===== config.mk =====
export PLATFORM = sky130hd
export DESIGN_NAME = serial_frame
export DESIGN_NICKNAME = d
export VERILOG_FILES = /design/src/rtl/serial_frame.sv
export SDC_FILE = /design/constraint.sdc
export NUM_CORES = 1
export LEC_CHECK = 0
export ABC_AREA = 1
export CAP_MARGIN = 20
export CORE_MARGIN = 3
export CORE_UTILIZATION = 45
export CTS_CLUSTER_DIAMETER = 50
export CTS_CLUSTER_SIZE = 8
export DETAILED_ROUTE_END_ITERATION = 8
export PLACE_DENSITY = 0.71
export SLEW_MARGIN = 20
export SYNTH_ARGS = -nofsm -noshare
export SYNTH_HDL_FRONTEND = slang
export SYNTH_SLANG_ARGS = --single-unit

===== constraint.sdc =====
create_clock -name clk -period 2.3 [get_ports clk]
set_input_delay 0.23 -clock clk [delete_from_list [all_inputs] [get_ports clk]]
set_output_delay 0.23 -clock clk [all_outputs]
set_load 0.02 [all_outputs]

===== src/rtl/serial_frame.sv =====
// Framed serial bridge: UART bytes <-> channel-tagged WIDTH-bit reward/action words.
// Optional trailing XOR checksum byte enabled by defining SERIAL_FRAME_CHECKSUM_EN.
module serial_frame #(
    parameter int WIDTH    = 16,
    parameter int CHANNELS = 4,
    parameter int TIMEOUT  = 120000,
    localparam int CW      = (CHANNELS > 1) ? $clog2(CHANNELS) : 1
) (
    input  logic             clk,
    input  logic             rst,
    input  logic             rx_stb,
    input  logic [7:0]       rx_dat,
    output logic             rx_rdy,
    output logic             reward_valid,
    output logic [CW-1:0]    reward_channel,
    output logic [WIDTH-1:0] reward_data,
    input  logic             reward_ready,
    input  logic             action_valid,
    input  logic [CW-1:0]    action_channel,
    input  logic [WIDTH-1:0] action_data,
    output logic             action_ready,
    output logic             tx_stb,
    output logic [7:0]       tx_dat,
    input  logic             tx_rdy,
    output logic             err
);

    localparam int BYTES = WIDTH / 8;
`ifdef SERIAL_FRAME_CHECKSUM_EN
    localparam int DROP_LEN = BYTES + 1;
`else
    localparam int DROP_LEN = BYTES;
`endif
    localparam int BCW = $clog2(BYTES + 2);
    localparam int TCW = $clog2(TIMEOUT + 1);

    localparam logic [BCW-1:0] LAST_DATA = BCW'(BYTES - 1);
    localparam logic [BCW-1:0] LAST_DROP = BCW'(DROP_LEN - 1);
    localparam logic [TCW-1:0] IDLE_LIM  = TCW'(TIMEOUT - 1);
    localparam logic [8:0]     CHAN_LIM  = 9'(CHANNELS);

`ifdef SERIAL_FRAME_CHECKSUM_EN
    typedef enum logic [2:0] {RX_HEAD, RX_DATA, RX_CHECK, RX_DROP, RX_HOLD} rx_state_t;
    typedef enum logic [1:0] {TX_IDLE, TX_HEAD, TX_DATA, TX_CHECK} tx_state_t;
`else
    typedef enum logic [2:0] {RX_HEAD, RX_DATA, RX_DROP, RX_HOLD} rx_state_t;
    typedef enum logic [1:0] {TX_IDLE, TX_HEAD, TX_DATA} tx_state_t;
`endif

    // ------------------------------------------------------------------
    // Receive path
    // ------------------------------------------------------------------
    rx_state_t        rx_state_reg, rx_state_next;
    logic             rx_rdy_reg;
    logic             reward_valid_reg;
    logic [CW-1:0]    reward_channel_reg;
    logic [WIDTH-1:0] reward_data_reg;
    logic [BCW-1:0]   rx_cnt_reg;
    logic [TCW-1:0]   idle_cnt_reg;
    logic             err_reg, err_next;
    logic [WIDTH-1:0] rx_shifted;
    logic             rx_acc;
    logic             rx_timing;
    logic             rx_timeout;
    logic             head_ok;
`ifdef SERIAL_FRAME_CHECKSUM_EN
    logic [7:0]       rx_csum_reg;
`endif

    assign rx_acc     = rx_stb && rx_rdy_reg;
    assign head_ok    = ({1'b0, rx_dat} < CHAN_LIM);
`ifdef SERIAL_FRAME_CHECKSUM_EN
    assign rx_timing  = (rx_state_reg == RX_DATA) || (rx_state_reg == RX_CHECK) ||
                        (rx_state_reg == RX_DROP);
`else
    assign rx_timing  = (rx_state_reg == RX_DATA) || (rx_state_reg == RX_DROP);
`endif
    // A byte accepted on the limit edge suppresses the timeout.
    assign rx_timeout = rx_timing && !rx_acc && (idle_cnt_reg == IDLE_LIM);

    generate
        if (BYTES > 1) begin : g_rx_shift_wide
            assign rx_shifted = {rx_dat, reward_data_reg[WIDTH-1:8]};
        end else begin : g_rx_shift_byte
            assign rx_shifted = rx_dat;
        end
    endgenerate

    always_comb begin
        rx_state_next = rx_state_reg;
        err_next      = 1'b0;
        case (rx_state_reg)
            RX_HEAD: begin
                if (rx_acc) begin
                    if (head_ok) begin
                        rx_state_next = RX_DATA;
                    end else begin
                        err_next      = 1'b1;
                        rx_state_next = RX_DROP;
                    end
                end
            end
            RX_DATA: begin
                if (rx_timeout) begin
                    err_next      = 1'b1;
                    rx_state_next = RX_HEAD;
                end else if (rx_acc && rx_cnt_reg == LAST_DATA) begin
`ifdef SERIAL_FRAME_CHECKSUM_EN
                    rx_state_next = RX_CHECK;
`else
                    rx_state_next = RX_HOLD;
`endif
                end
            end
`ifdef SERIAL_FRAME_CHECKSUM_EN
            RX_CHECK: begin
                if (rx_timeout) begin
                    err_next      = 1'b1;
                    rx_state_next = RX_HEAD;
                end else if (rx_acc) begin
                    if (rx_dat == rx_csum_reg) begin
                        rx_state_next = RX_HOLD;
                    end else begin
                        err_next      = 1'b1;
                        rx_state_next = RX_HEAD;
                    end
                end
            end
`endif
            RX_DROP: begin
                if (rx_timeout) begin
                    err_next      = 1'b1;
                    rx_state_next = RX_HEAD;
                end else if (rx_acc && rx_cnt_reg == LAST_DROP) begin
                    rx_state_next = RX_HEAD;
                end
            end
            RX_HOLD: begin
                if (reward_ready) begin
                    rx_state_next = RX_HEAD;
                end
            end
            default: rx_state_next = RX_HEAD;
        endcase
    end

    always_ff @(posedge clk) begin
        if (rst) begin
            rx_state_reg       <= RX_HEAD;
            rx_rdy_reg         <= 1'b0;
            reward_valid_reg   <= 1'b0;
            reward_channel_reg <= '0;
            reward_data_reg    <= '0;
            rx_cnt_reg         <= '0;
            idle_cnt_reg       <= '0;
            err_reg            <= 1'b0;
`ifdef SERIAL_FRAME_CHECKSUM_EN
            rx_csum_reg        <= '0;
`endif
        end else begin
            rx_state_reg     <= rx_state_next;
            // Handshake flags follow the next state so they never depend on inputs combinationally.
            rx_rdy_reg       <= (rx_state_next != RX_HOLD);
            reward_valid_reg <= (rx_state_next == RX_HOLD);
            err_reg          <= err_next;

            if (rx_acc || !rx_timing || rx_timeout) begin
                idle_cnt_reg <= '0;
            end else begin
                idle_cnt_reg <= idle_cnt_reg + 1'b1;
            end

            if (rx_acc) begin
                case (rx_state_reg)
                    RX_HEAD: begin
                        rx_cnt_reg <= '0;
`ifdef SERIAL_FRAME_CHECKSUM_EN
                        rx_csum_reg <= rx_dat;
`endif
                        if (head_ok) begin
                            reward_channel_reg <= rx_dat[CW-1:0];
                        end
                    end
                    RX_DATA: begin
                        reward_data_reg <= rx_shifted;
                        rx_cnt_reg      <= rx_cnt_reg + 1'b1;
`ifdef SERIAL_FRAME_CHECKSUM_EN
                        rx_csum_reg     <= rx_csum_reg ^ rx_dat;
`endif
                    end
                    RX_DROP: rx_cnt_reg <= rx_cnt_reg + 1'b1;
                    default: ;
                endcase
            end
        end
    end

    assign rx_rdy         = rx_rdy_reg;
    assign reward_valid   = reward_valid_reg;
    assign reward_channel = reward_channel_reg;
    assign reward_data    = reward_data_reg;
    assign err            = err_reg;

    // ------------------------------------------------------------------
    // Transmit path
    // ------------------------------------------------------------------
    tx_state_t        tx_state_reg, tx_state_next;
    logic             action_ready_reg;
    logic             tx_stb_reg;
    logic [7:0]       tx_dat_reg;
    logic [WIDTH-1:0] tx_shift_reg;
    logic [WIDTH-1:0] tx_shifted;
    logic [BCW-1:0]   tx_cnt_reg;
    logic             act_acc;
    logic             tx_acc;
`ifdef SERIAL_FRAME_CHECKSUM_EN
    logic [7:0]       tx_csum_reg;
    logic [7:0]       act_xor [0:BYTES];

    assign act_xor[0] = 8'(action_channel);
    generate
        for (genvar gi = 0; gi < BYTES; gi++) begin : g_act_xor
            assign act_xor[gi+1] = act_xor[gi] ^ action_data[8*gi +: 8];
        end
    endgenerate
`endif

    assign act_acc = action_valid && action_ready_reg;
    assign tx_acc  = tx_stb_reg && tx_rdy;

    generate
        if (BYTES > 1) begin : g_tx_shift_wide
            assign tx_shifted = {8'h00, tx_shift_reg[WIDTH-1:8]};
        end else begin : g_tx_shift_byte
            assign tx_shifted = '0;
        end
    endgenerate

    always_comb begin
        tx_state_next = tx_state_reg;
        case (tx_state_reg)
            TX_IDLE: if (act_acc) tx_state_next = TX_HEAD;
            TX_HEAD: if (tx_acc) tx_state_next = TX_DATA;
            TX_DATA: begin
                if (tx_acc && tx_cnt_reg == LAST_DATA) begin
`ifdef SERIAL_FRAME_CHECKSUM_EN
                    tx_state_next = TX_CHECK;
`else
                    tx_state_next = TX_IDLE;
`endif
                end
            end
`ifdef SERIAL_FRAME_CHECKSUM_EN
            TX_CHECK: if (tx_acc) tx_state_next = TX_IDLE;
`endif
            default: tx_state_next = TX_IDLE;
        endcase
    end

    always_ff @(posedge clk) begin
        if (rst) begin
            tx_state_reg     <= TX_IDLE;
            action_ready_reg <= 1'b0;
            tx_stb_reg       <= 1'b0;
            tx_dat_reg       <= '0;
            tx_shift_reg     <= '0;
            tx_cnt_reg       <= '0;
`ifdef SERIAL_FRAME_CHECKSUM_EN
            tx_csum_reg      <= '0;
`endif
        end else begin
            tx_state_reg     <= tx_state_next;
            action_ready_reg <= (tx_state_next == TX_IDLE);
            tx_stb_reg       <= (tx_state_next != TX_IDLE);

            // tx_dat always holds the byte currently offered; it only moves on tx_acc.
            case (tx_state_reg)
                TX_IDLE: begin
                    if (act_acc) begin
                        tx_shift_reg <= action_data;
                        tx_dat_reg   <= 8'(action_channel);
`ifdef SERIAL_FRAME_CHECKSUM_EN
                        tx_csum_reg  <= act_xor[BYTES];
`endif
                    end
                end
                TX_HEAD: begin
                    if (tx_acc) begin
                        tx_dat_reg   <= tx_shift_reg[7:0];
                        tx_shift_reg <= tx_shifted;
                        tx_cnt_reg   <= '0;
                    end
                end
                TX_DATA: begin
                    if (tx_acc) begin
                        if (tx_cnt_reg != LAST_DATA) begin
                            tx_dat_reg   <= tx_shift_reg[7:0];
                            tx_shift_reg <= tx_shifted;
                            tx_cnt_reg   <= tx_cnt_reg + 1'b1;
                        end else begin
`ifdef SERIAL_FRAME_CHECKSUM_EN
                            tx_dat_reg <= tx_csum_reg;
`endif
                        end
                    end
                end
                default: ;
            endcase
        end
    end

    assign action_ready = action_ready_reg;
    assign tx_stb       = tx_stb_reg;
    assign tx_dat       = tx_dat_reg;

endmodule


* Yosys cells after proc, flatten, opt, wreduce, memory -nomap -nowiden
Cells that the tools add are included.
** Operators by class
- Divide/modulo/power cells :: 0
- Magnitude comparators :: 1
- $mul :: 0
- Multiplexer cells :: 31
- $add $sub $neg :: 3
- Eq/ne operators :: 15
- Bitwise logic cells :: 0
- Reduce and logical (&&, ||, !) cells :: 26
- Shift-type cells :: 0
** Operator list (number)
- $mux W16 :: 4
- $pmux W16 S3 :: 1
- $mux W8 :: 4
- $pmux W8 S3 :: 1
- $mux W3 :: 6
- $add A17 B1 Y17 const B :: 1
- $eq A17 B17 Y1 const B :: 1
- $mux W2 :: 7
- $pmux W3 S4 :: 1
- $eq A3 B2 Y1 const B :: 3
- $lt A8 B3 Y1 const B :: 1
- $ne A2 B2 Y1 const B :: 4
- $pmux W2 S2 :: 2
- $logic_and A1 B1 Y1 :: 7
- $eq A2 B1 Y1 const B :: 3
- $pmux W2 S3 :: 1
- $reduce_bool A2 Y1 :: 3
- $reduce_and A5 Y1 :: 1
- $add A2 B1 Y2 const B :: 2
- $logic_not A2 Y1 :: 2
- $reduce_and A2 Y1 :: 2
- $reduce_and A4 Y1 :: 1
- $reduce_or A2 Y1 :: 2
- $eq A3 B1 Y1 const B :: 1
- other kinds (10) :: 15
** Word-level totals
- Flip-flop bits (word level) :: 73
- ROM bits :: 0
- Memory bits (writable) :: 0
- Bits in latches :: 0
- Memories kept :: 0
- Input port bits :: 32
- Output and inout port bits :: 31

* Longest topological paths before layout
Gate-level depths: netlist (run 1).
- Depth in word-level cells :: 7
- Gate-level depth with buffers :: 11

* Worst setup path before layout (run 1)
Ideal clock, no wire load.
- Path type :: register to register
- Start :: register tx_state_reg[0]
- End :: register tx_cnt_reg[1]
- Period minus slack after synthesis :: 1.529 ns
- Data arrival time :: 1.415 ns
- Path slack :: 0.771 ns
- Cell stages (with the launch flop) :: 8
- Path buffers :: 1
- Required time :: 2.185 ns
- Library setup time :: 0.115 ns
- Cell sequence :: dfxtp_1 > inv_1 > ha_1 > clkbuf_1 > nand2_1 > a21oi_1 > nor2_1 > o21a_1
** Between the ends
- Longest elaborated chain between the ends :: 3
- Elaborated cells between the ends (all ways) :: 8
** RTL lines
- from (decl) :: line 207 : tx_state_t tx_state_reg, tx_state_next;
- from (signal assigned) :: line 272 : tx_state_reg <= tx_state_next;
- $eq A2 B2 Y1 or $eq A2 B1 Y1 (tied branches) :: line 277 : case (tx_state_reg)
- $ne A2 B2 Y1 (no source line) or $reduce_bool A2 Y1 (tied branches)
- $reduce_and A4 Y1 (no source line)
- to (signal assigned) :: line 299 : tx_cnt_reg <= tx_cnt_reg + 1'b1;
- to (decl) :: line 213 : logic [BCW-1:0] tx_cnt_reg;
Several ways; a longest one is shown, not always the timed one.
A chain may end at the register's enable or synchronous reset.

* Worst setup path after layout (run 1)
- Start :: register tx_state_reg[1]
- End :: register tx_dat_reg[2] (netlist: tx_dat[2])
** Between the ends
- Longest elaborated chain between the ends :: 3
- Elaborated cells between the ends (all ways) :: 10
** RTL lines
- $eq A2 B2 Y1, or another cell as far along :: line 277
- $ne A2 B2 Y1 (no source line) or $reduce_bool A3 Y1 (tied branches)
- $reduce_and A5 Y1 (no source line)
- to (signal assigned) :: line 281 : tx_dat_reg <= 8'(action_channel);
- to (signal assigned) :: line 289 : tx_dat_reg <= tx_shift_reg[7:0];
- to (signal assigned) :: line 297 : tx_dat_reg <= tx_shift_reg[7:0];
- to (decl) :: line 210 : logic [7:0] tx_dat_reg;
Several ways; a longest one is shown, not always the timed one.

==> flow_metrics.py, run 1 <==
metrics = {
    "power": {
        "p_sw_frac": 0.246,
        "internal_power_mw": 1.97,
        "clkPwrFrac": 0.365,
        "power_per_cell_area_nw_per_um2": 648,
        "power_frac_seq": 0.514,
        "p_switching_uw": 644,
        "p_leak_nw": 1.50,
        "combPwrFrac": 0.122,
        "vdd_ir_drop_max_mv": 0.392,
    },
    "timing": {
        "slew_headroom": 0.643,
        "layout_min_cycle_time_ps": 1980,
        "worstMarginPinSlew_ps": 534,
        "fin_tns_setup_ps": 0,
        "rsz0062_at_grt": "no",
        "clock-skew-final_ps": 7.15,
        "hold_viol": 0,
        "fmax_ghz": 0.505,
        "slew_viol_final": 0,
        "setup_violations": 0,
        "post-route-period-util": 0.860,
    },
    "cells_and_area": {
        "nNetsFinal": 526,
        "largest_register_ffs": 17,
        "utilization": 0.612,
        "syn_to_final_growth_pct": 27.3,
        "fin_cells": 583,
        "final_area_sq_um": 4040,
        "diodes": 0,
        "drive_above_1_share": 0.0735,
    },
    "clock_tree": {
        "htree_levels": 3,
        "hold_buffers": 0,
        "post_cts_buffers": 0,
        "clk_pin_slew_ps": 70,
        "clk_latency_ps": 330,
        "cts-buffers-inserted": 9,
        "cts_tree": "yes",
        "cts_resized": 0,
        "cts_root_buf": "clkbuf_8",
        "cts.sinks": 73,
        "cts_max_path_buffers": 2,
    },
    "route": {
        "drt_pass1_iterations": 4,
        "vias": 2831,
        "drc": 0,
        "wl_per_cell_um": 11.7,
        "viasPerCell": 4.86,
        "routed_wirelength_mm": 6.80,
        "drtIter0Drc": 148,
        "ant_nets": 0,
    },
    "worst_setup_path": {
        "cp-start-kind": "flip-flop",
        "worstPathMaxFanout": 21,
        "path_common_cell": "inv_1",
        "crit_chain": "inv_1 > ha_1 > inv_1 > nor2_1 > nand2_1 > a21oi_1",
        "r2r.worst_path.cells": 6,
        "cpPeakStageDelay_ps": 510,
        "critical_path_arrival_ps": 2240,
        "cp_slowest_cell": "ha_1",
        "crit_type": "flip-flop to flip-flop",
        "r2r-start": "tx_state_reg[1]$_SDFF_PP0_",
        "worstReg2RegEnd": "tx_dat[2]$_SDFFE_PP0P_",
        "path_buf_inv": 2,
        "rrSetupSlack_ps": 320,
        "cp.required_ps": 2560,
        "critPathTopFamily": "adder cells",
        "endpoint_kind": "flip-flop",
    },
    "die": {
        "die_h_um": 90.0,
        "io_pins": 63,
        "die_x_um": 90.0,
        "std_cell_rows": 29,
        "start_util": 0.481,
        "fp.coreArea_sq_um": 6600,
        "die_area_sq_um": 8100,
    },
    "grt": {
        "grt_pass1_wl_mm": 11.9,
        "antenna_found_initial": 0,
        "overflow": 0,
        "grtUsageTotal": 0.172,
        "grt_pass1_vias": 2745,
        "grt_max_degree": 42,
    },
    "synth": {
        "synth_compound_area_frac": 0.141,
        "synth_area_sq_um": 3180,
        "yosys.area_share.xor_xnor": 0.0110,
        "synth_top_family_by_area": "simple AND/OR/NAND/NOR gates",
        "ys.flop_type": "dfxtp_1",
        "synth-simple-area-share": 0.289,
        "ys_seq_elements": 73,
        "synthArstFlopShare": 0,
        "yosysUniqueCellTypes": 34,
        "synth_edf_count": 0,
        "synth_fa_ha_area_frac": 0.0276,
        "synth_cells": 428,
        "avgSynthCellArea_sq_um": 7.42,
        "synth_fp_nets": 467,
        "synth_warnings": 0,
        "synthMuxAreaShare": 0,
        "synth_seq_area_share": 0.460,
    },
    "worst_hold_path": {
        "hp-class": "flip-flop to flip-flop",
        "hold_start": "tx_shift_reg[5]$_SDFFE_PP0P_",
        "min_to": "tx_shift_reg[5]$_SDFFE_PP0P_",
        "min_path_cells": 2,
    },
    "placed_design": {
        "numPortBuffers": 62,
        "post-place-cells": 569,
        "gp_congestion": 0.827,
        "placedInstanceArea_sq_um": 3860,
        "place_hpwl_mm": 4.76,
    },
    "flow_run": {
        "maxCapViolations": 0,
    },
    "run_status": {
        "outcome": "completed",
    },
}
-- cells by family (layout without fill, tap and decap cells) --
logic type,count (synthesis),in the layout
adders and majority gates,7,7
other,1,1
buffers and inverters,55,117
DFF,73,73
xor gates and xnor gates,4,4
AOI/OAI and AO/OA,86,86
and+or+nand+nor,202,202
-- through the flow --
stage	worst slack [ps]	power [mW]	hold slack, ps
floorplan	771	1.56	365
global placement	422	1.69	439
detailed placement	303	1.69	439
CTS	277	2.64	452
global route	34.3	2.73	472
finish	321	2.62	450
-- cells in the final DEF (no fill, tap or decap), types with 3 or more instances in the layout --
| cell | Yosys | routed |
|---|---|---|
| clkdlybuf4s50_1 | 0 | 62 |
| xor2_1 | 3 | 3 |
| nand3_2 | 4 | 4 |
| nand2_2 | 3 | 3 |
| nand3_1 | 26 | 26 |
| a21oi_1 | 61 | 61 |
| nand2_1 | 111 | 111 |
| nor2_4 | 3 | 3 |
| nor3_1 | 4 | 4 |
| clkinv_2 | 0 | 3 |
| o21ai_0 | 19 | 19 |
| inv_1 | 36 | 36 |
| nand3b_1 | 9 | 9 |
| clkbuf_8 | 0 | 10 |
| dfxtp_1 | 73 | 73 |
| nor2_1 | 31 | 31 |
| ha_1 | 7 | 7 |
| buf_4 | 1 | 4 |
-- worst max-delay path by stage --
stage / startpoint / end / slack, ps / cells past startpoint
after detailed placement: tx_state_reg[0]$_SDFF_PP0_ / tx_dat[2]$_SDFFE_PP0P_ / 300 / 6
after global placement: tx_state_reg[0]$_SDFF_PP0_ / tx_dat[2]$_SDFFE_PP0P_ / 420 / 6
final: tx_state_reg[1]$_SDFF_PP0_ / tx_dat[2]$_SDFFE_PP0P_ / 320 / 6
after global routing: tx_state_reg[0]$_SDFF_PP0_ / tx_dat[6]$_SDFFE_PP0P_ / 30 / 6
after CTS: tx_state_reg[0]$_SDFF_PP0_ / tx_dat[2]$_SDFFE_PP0P_ / 280 / 6
after floorplan: tx_state_reg[0]$_SDFF_PP0_ / tx_cnt_reg[1]$_SDFFE_PP0P_ / 770 / 7
-- power by group through the flow --
stage | registers, mW | logic (mW) | clock network, mW
6_report | 1.34 | 0.318 | 0.954
5_1_grt | 1.35 | 0.358 | 1.02
4_1_cts | 1.34 | 0.319 | 0.975
3_5_place_dp | 1.37 | 0.316 | 0
3_3_place_gp | 1.37 | 0.313 | 0
2_1_floorplan | 1.38 | 0.180 | 0
-- routing by layer --
layer / share of wire / GRT usage
met1: 0.48 / 0.212
met2: 0.47 / 0.296
met3: 0.045 / 0.0359
met4: 0.010 / 0.0612
met5: 0 / 0
-- worst min-delay path, cell delays in order (launching register included) --
cell and delay [ps]:
dfxtp_1 310, inv_1 50, a21oi_1 50
-- cells in the mapped netlist, types with 2 or more instances --
cell type  number  area (sq um)
xor2_1          3          26.3
nor3b_1         2          15.0
nand4_1         2          12.5
nor2_1         31           116
nor2_4          3          33.8
nand3_1        26           130
nand3b_1        9          67.6
nand3_2         4          40.0
nor3_1          4          20.0
nand2_1       111           417
or2_0           2          12.5
ha_1            7          87.6
inv_1          36           135
buf_2           3          15.0
nand2_2         3          18.8
a21oi_1        61           305
o21ai_0        19          95.1
clkbuf_1       12          45.0
dfxtp_1        73          1460
nor2_2          2          12.5
a21oi_2         2          17.5
-- layout make-up --
type / instances / area (sq um)
Fill cell: 631 / 2560
Multi-Input combinational cell: 300 / 1490
Sequential cell: 73 / 1460
Timing Repair Buffer: 66 / 651
Inverter: 37 / 139
Clock buffer: 10 / 138
Tap cell: 93 / 116
Clock inverter: 4 / 45.0
Power figures use the tool's default switching activity.
==> run 2: changes to the inputs <==
ABC_CLOCK_PERIOD_IN_PS = 2300   (was unset)
DONT_BUFFER_PORTS = 1   (was unset)
PLACE_DENSITY = unset   (was 0.71)
==> flow_metrics.py, run 2 (synthesis gave the netlist of run 1 again) <==
metrics = {
    "placed_design": {
        "gp_congestion": 0.784,
        "numPortBuffers": 0,
        "place_hpwl_mm": 4.26,
    },
    "clock_tree": {
        "cts-buffers-inserted": 9,
        "cts.sinks": 73,
        "cts_max_path_buffers": 2,
        "clk_pin_slew_ps": 80,
        "cts_tree": "yes",
        "cts_root_buf": "clkbuf_8",
        "clk_latency_ps": 350,
        "htree_levels": 3,
    },
    "timing": {
        "hold_slack_ps": 31.3,
        "layout_min_cycle_time_ps": 1770,
        "slew_headroom": 0.608,
        "fmax_ghz": 0.566,
        "hold_viol": 0,
        "rsz0062_at_grt": "no",
        "post-route-period-util": 0.768,
        "slew_viol_final": 0,
        "setup_violations": 0,
        "fin_tns_setup_ps": 0,
        "worstMarginPinSlew_ps": 588,
        "clock-skew-final_ps": 12.5,
    },
    "route": {
        "wl_per_cell_um": 11.9,
        "drt_pass1_iterations": 4,
        "ant_nets": 0,
        "viasPerCell": 4.88,
        "vias": 2554,
        "drtIter0Drc": 76,
        "drc": 0,
        "routed_wirelength_mm": 6.23,
    },
    "grt": {
        "grt_max_degree": 45,
        "overflow": 0,
        "met2_usage": 0.268,
        "met1_usage": 0.184,
        "grt_pass1_wl_mm": 10.8,
        "antenna_found_initial": 0,
        "grt_pass1_vias": 2374,
        "grt_use_met3": 0.0726,
        "grt.busiest_layer": "met2",
        "grtUsageTotal": 0.161,
    },
    "die": {
        "std_cell_rows": 29,
        "start_util": 0.481,
        "io_pins": 63,
        "die_x_um": 90.0,
        "die_area_sq_um": 8100,
        "fp.coreArea_sq_um": 6600,
        "die_h_um": 90.0,
    },
    "run_status": {
        "outcome": "completed",
    },
    "power": {
        "vdd_ir_drop_max_mv": 0.449,
        "total_power_mw": 2.72,
        "power_per_cell_area_nw_per_um2": 777,
        "p_leak_nw": 1.30,
    },
    "cells_and_area": {
        "final_common_cell": "nand2_1",
        "nNetsFinal": 464,
        "final_cell_mix": "111 x nand2_1, 73 x dfxtp_1, 61 x a21oi_1",
        "largest_register_ffs": 17,
        "nFillCells": 660,
        "diodes": 0,
        "syn_to_final_growth_pct": 9.97,
        "drive_above_1_share": 0.0884,
    },
    "worst_setup_path": {
        "r2r-start": "tx_state_reg[0]$_SDFF_PP0_",
        "crit_type": "flip-flop to flip-flop",
        "critical_path_arrival_ps": 2040,
        "cp.required_ps": 2580,
        "worstPathMaxFanout": 44,
        "timing.critical_path.from": "tx_state_reg[0]$_SDFF_PP0_",
        "endpoint_kind": "flip-flop",
        "cp-start-kind": "flip-flop",
    },
    "worst_hold_path": {
        "hp-class": "input pin to flip-flop",
        "hold_start": "rx_dat[1]",
    },
    "flow_run": {
        "maxCapViolations": 0,
    },
}
[run 2: per-layer routing]
layer / wire length (um) / vias to the layer above
li1: - / 1378
met1: 2830 / 1106
met2: 2850 / 61
met3: 469 / 9
met4: 81 / 0
met5: 0 / -
[run 2: stage by stage]
| step | util | setup WS (ps) | std cells | area [sq um] |
|---|---|---|---|---|
| floorplan | - | 771 | 428 | 3180 |
| global route | 0.529 | 257 | 523 | 3490 |
| global placement | 0.491 | 608 | 506 | 3240 |
| detailed placement | 0.491 | 549 | 506 | 3240 |
| finish | 0.529 | 533 | 523 | 3490 |
| CTS | 0.529 | 519 | 523 | 3490 |
[run 2: worst paths after layout]
check | endpoint | slack, ps | cells past startpoint
worst max-delay path | tx_dat[6]$_SDFFE_PP0P_ | 530 | 8
worst min-delay path | reward_channel[1]$_SDFFE_PP0P_ | 30 | 2
worst max register to register | tx_dat[6]$_SDFFE_PP0P_ | 530 | 8
worst min register to register | tx_shift_reg[2]$_SDFFE_PP0P_ | 450 | 2
[run 2: power by group]
group	switching, mW	internal, mW
Combinational	0.142	0.0851
Sequential	0.0461	1.32
Clock	0.481	0.644
Total	0.669	2.05
[run 2: cell type report]
type | instances | area [sq um] | share of cell area
clock buffer | 10 | 138 | 0.0394
tap | 93 | 116 | 0.0333
clock inverter | 6 | 90.1 | 0.0258
timing repair buffer | 4 | 55.1 | 0.0158
sequential | 73 | 1460 | 0.418
multi-input combinational | 300 | 1490 | 0.427
inverter | 37 | 139 | 0.0398
[run 2: worst max-delay path, cell delays in order, from the launching register on]
cell     delay (ps)
dfxtp_1         360
inv_1            80
ha_1            250
o21ai_2         230
nand3_2         120
buf_12          180
nor2_1          250
nand2_1          90
a21oi_1         120
[run 2: repair_timing]
action | CTS | global route
hold endpoints to repair | 41 | 0
gates resized for setup | 0 | 0
setup endpoints to repair | 0 | 0
buffers inserted | 0 | 0
hold buffers | 1 | 0
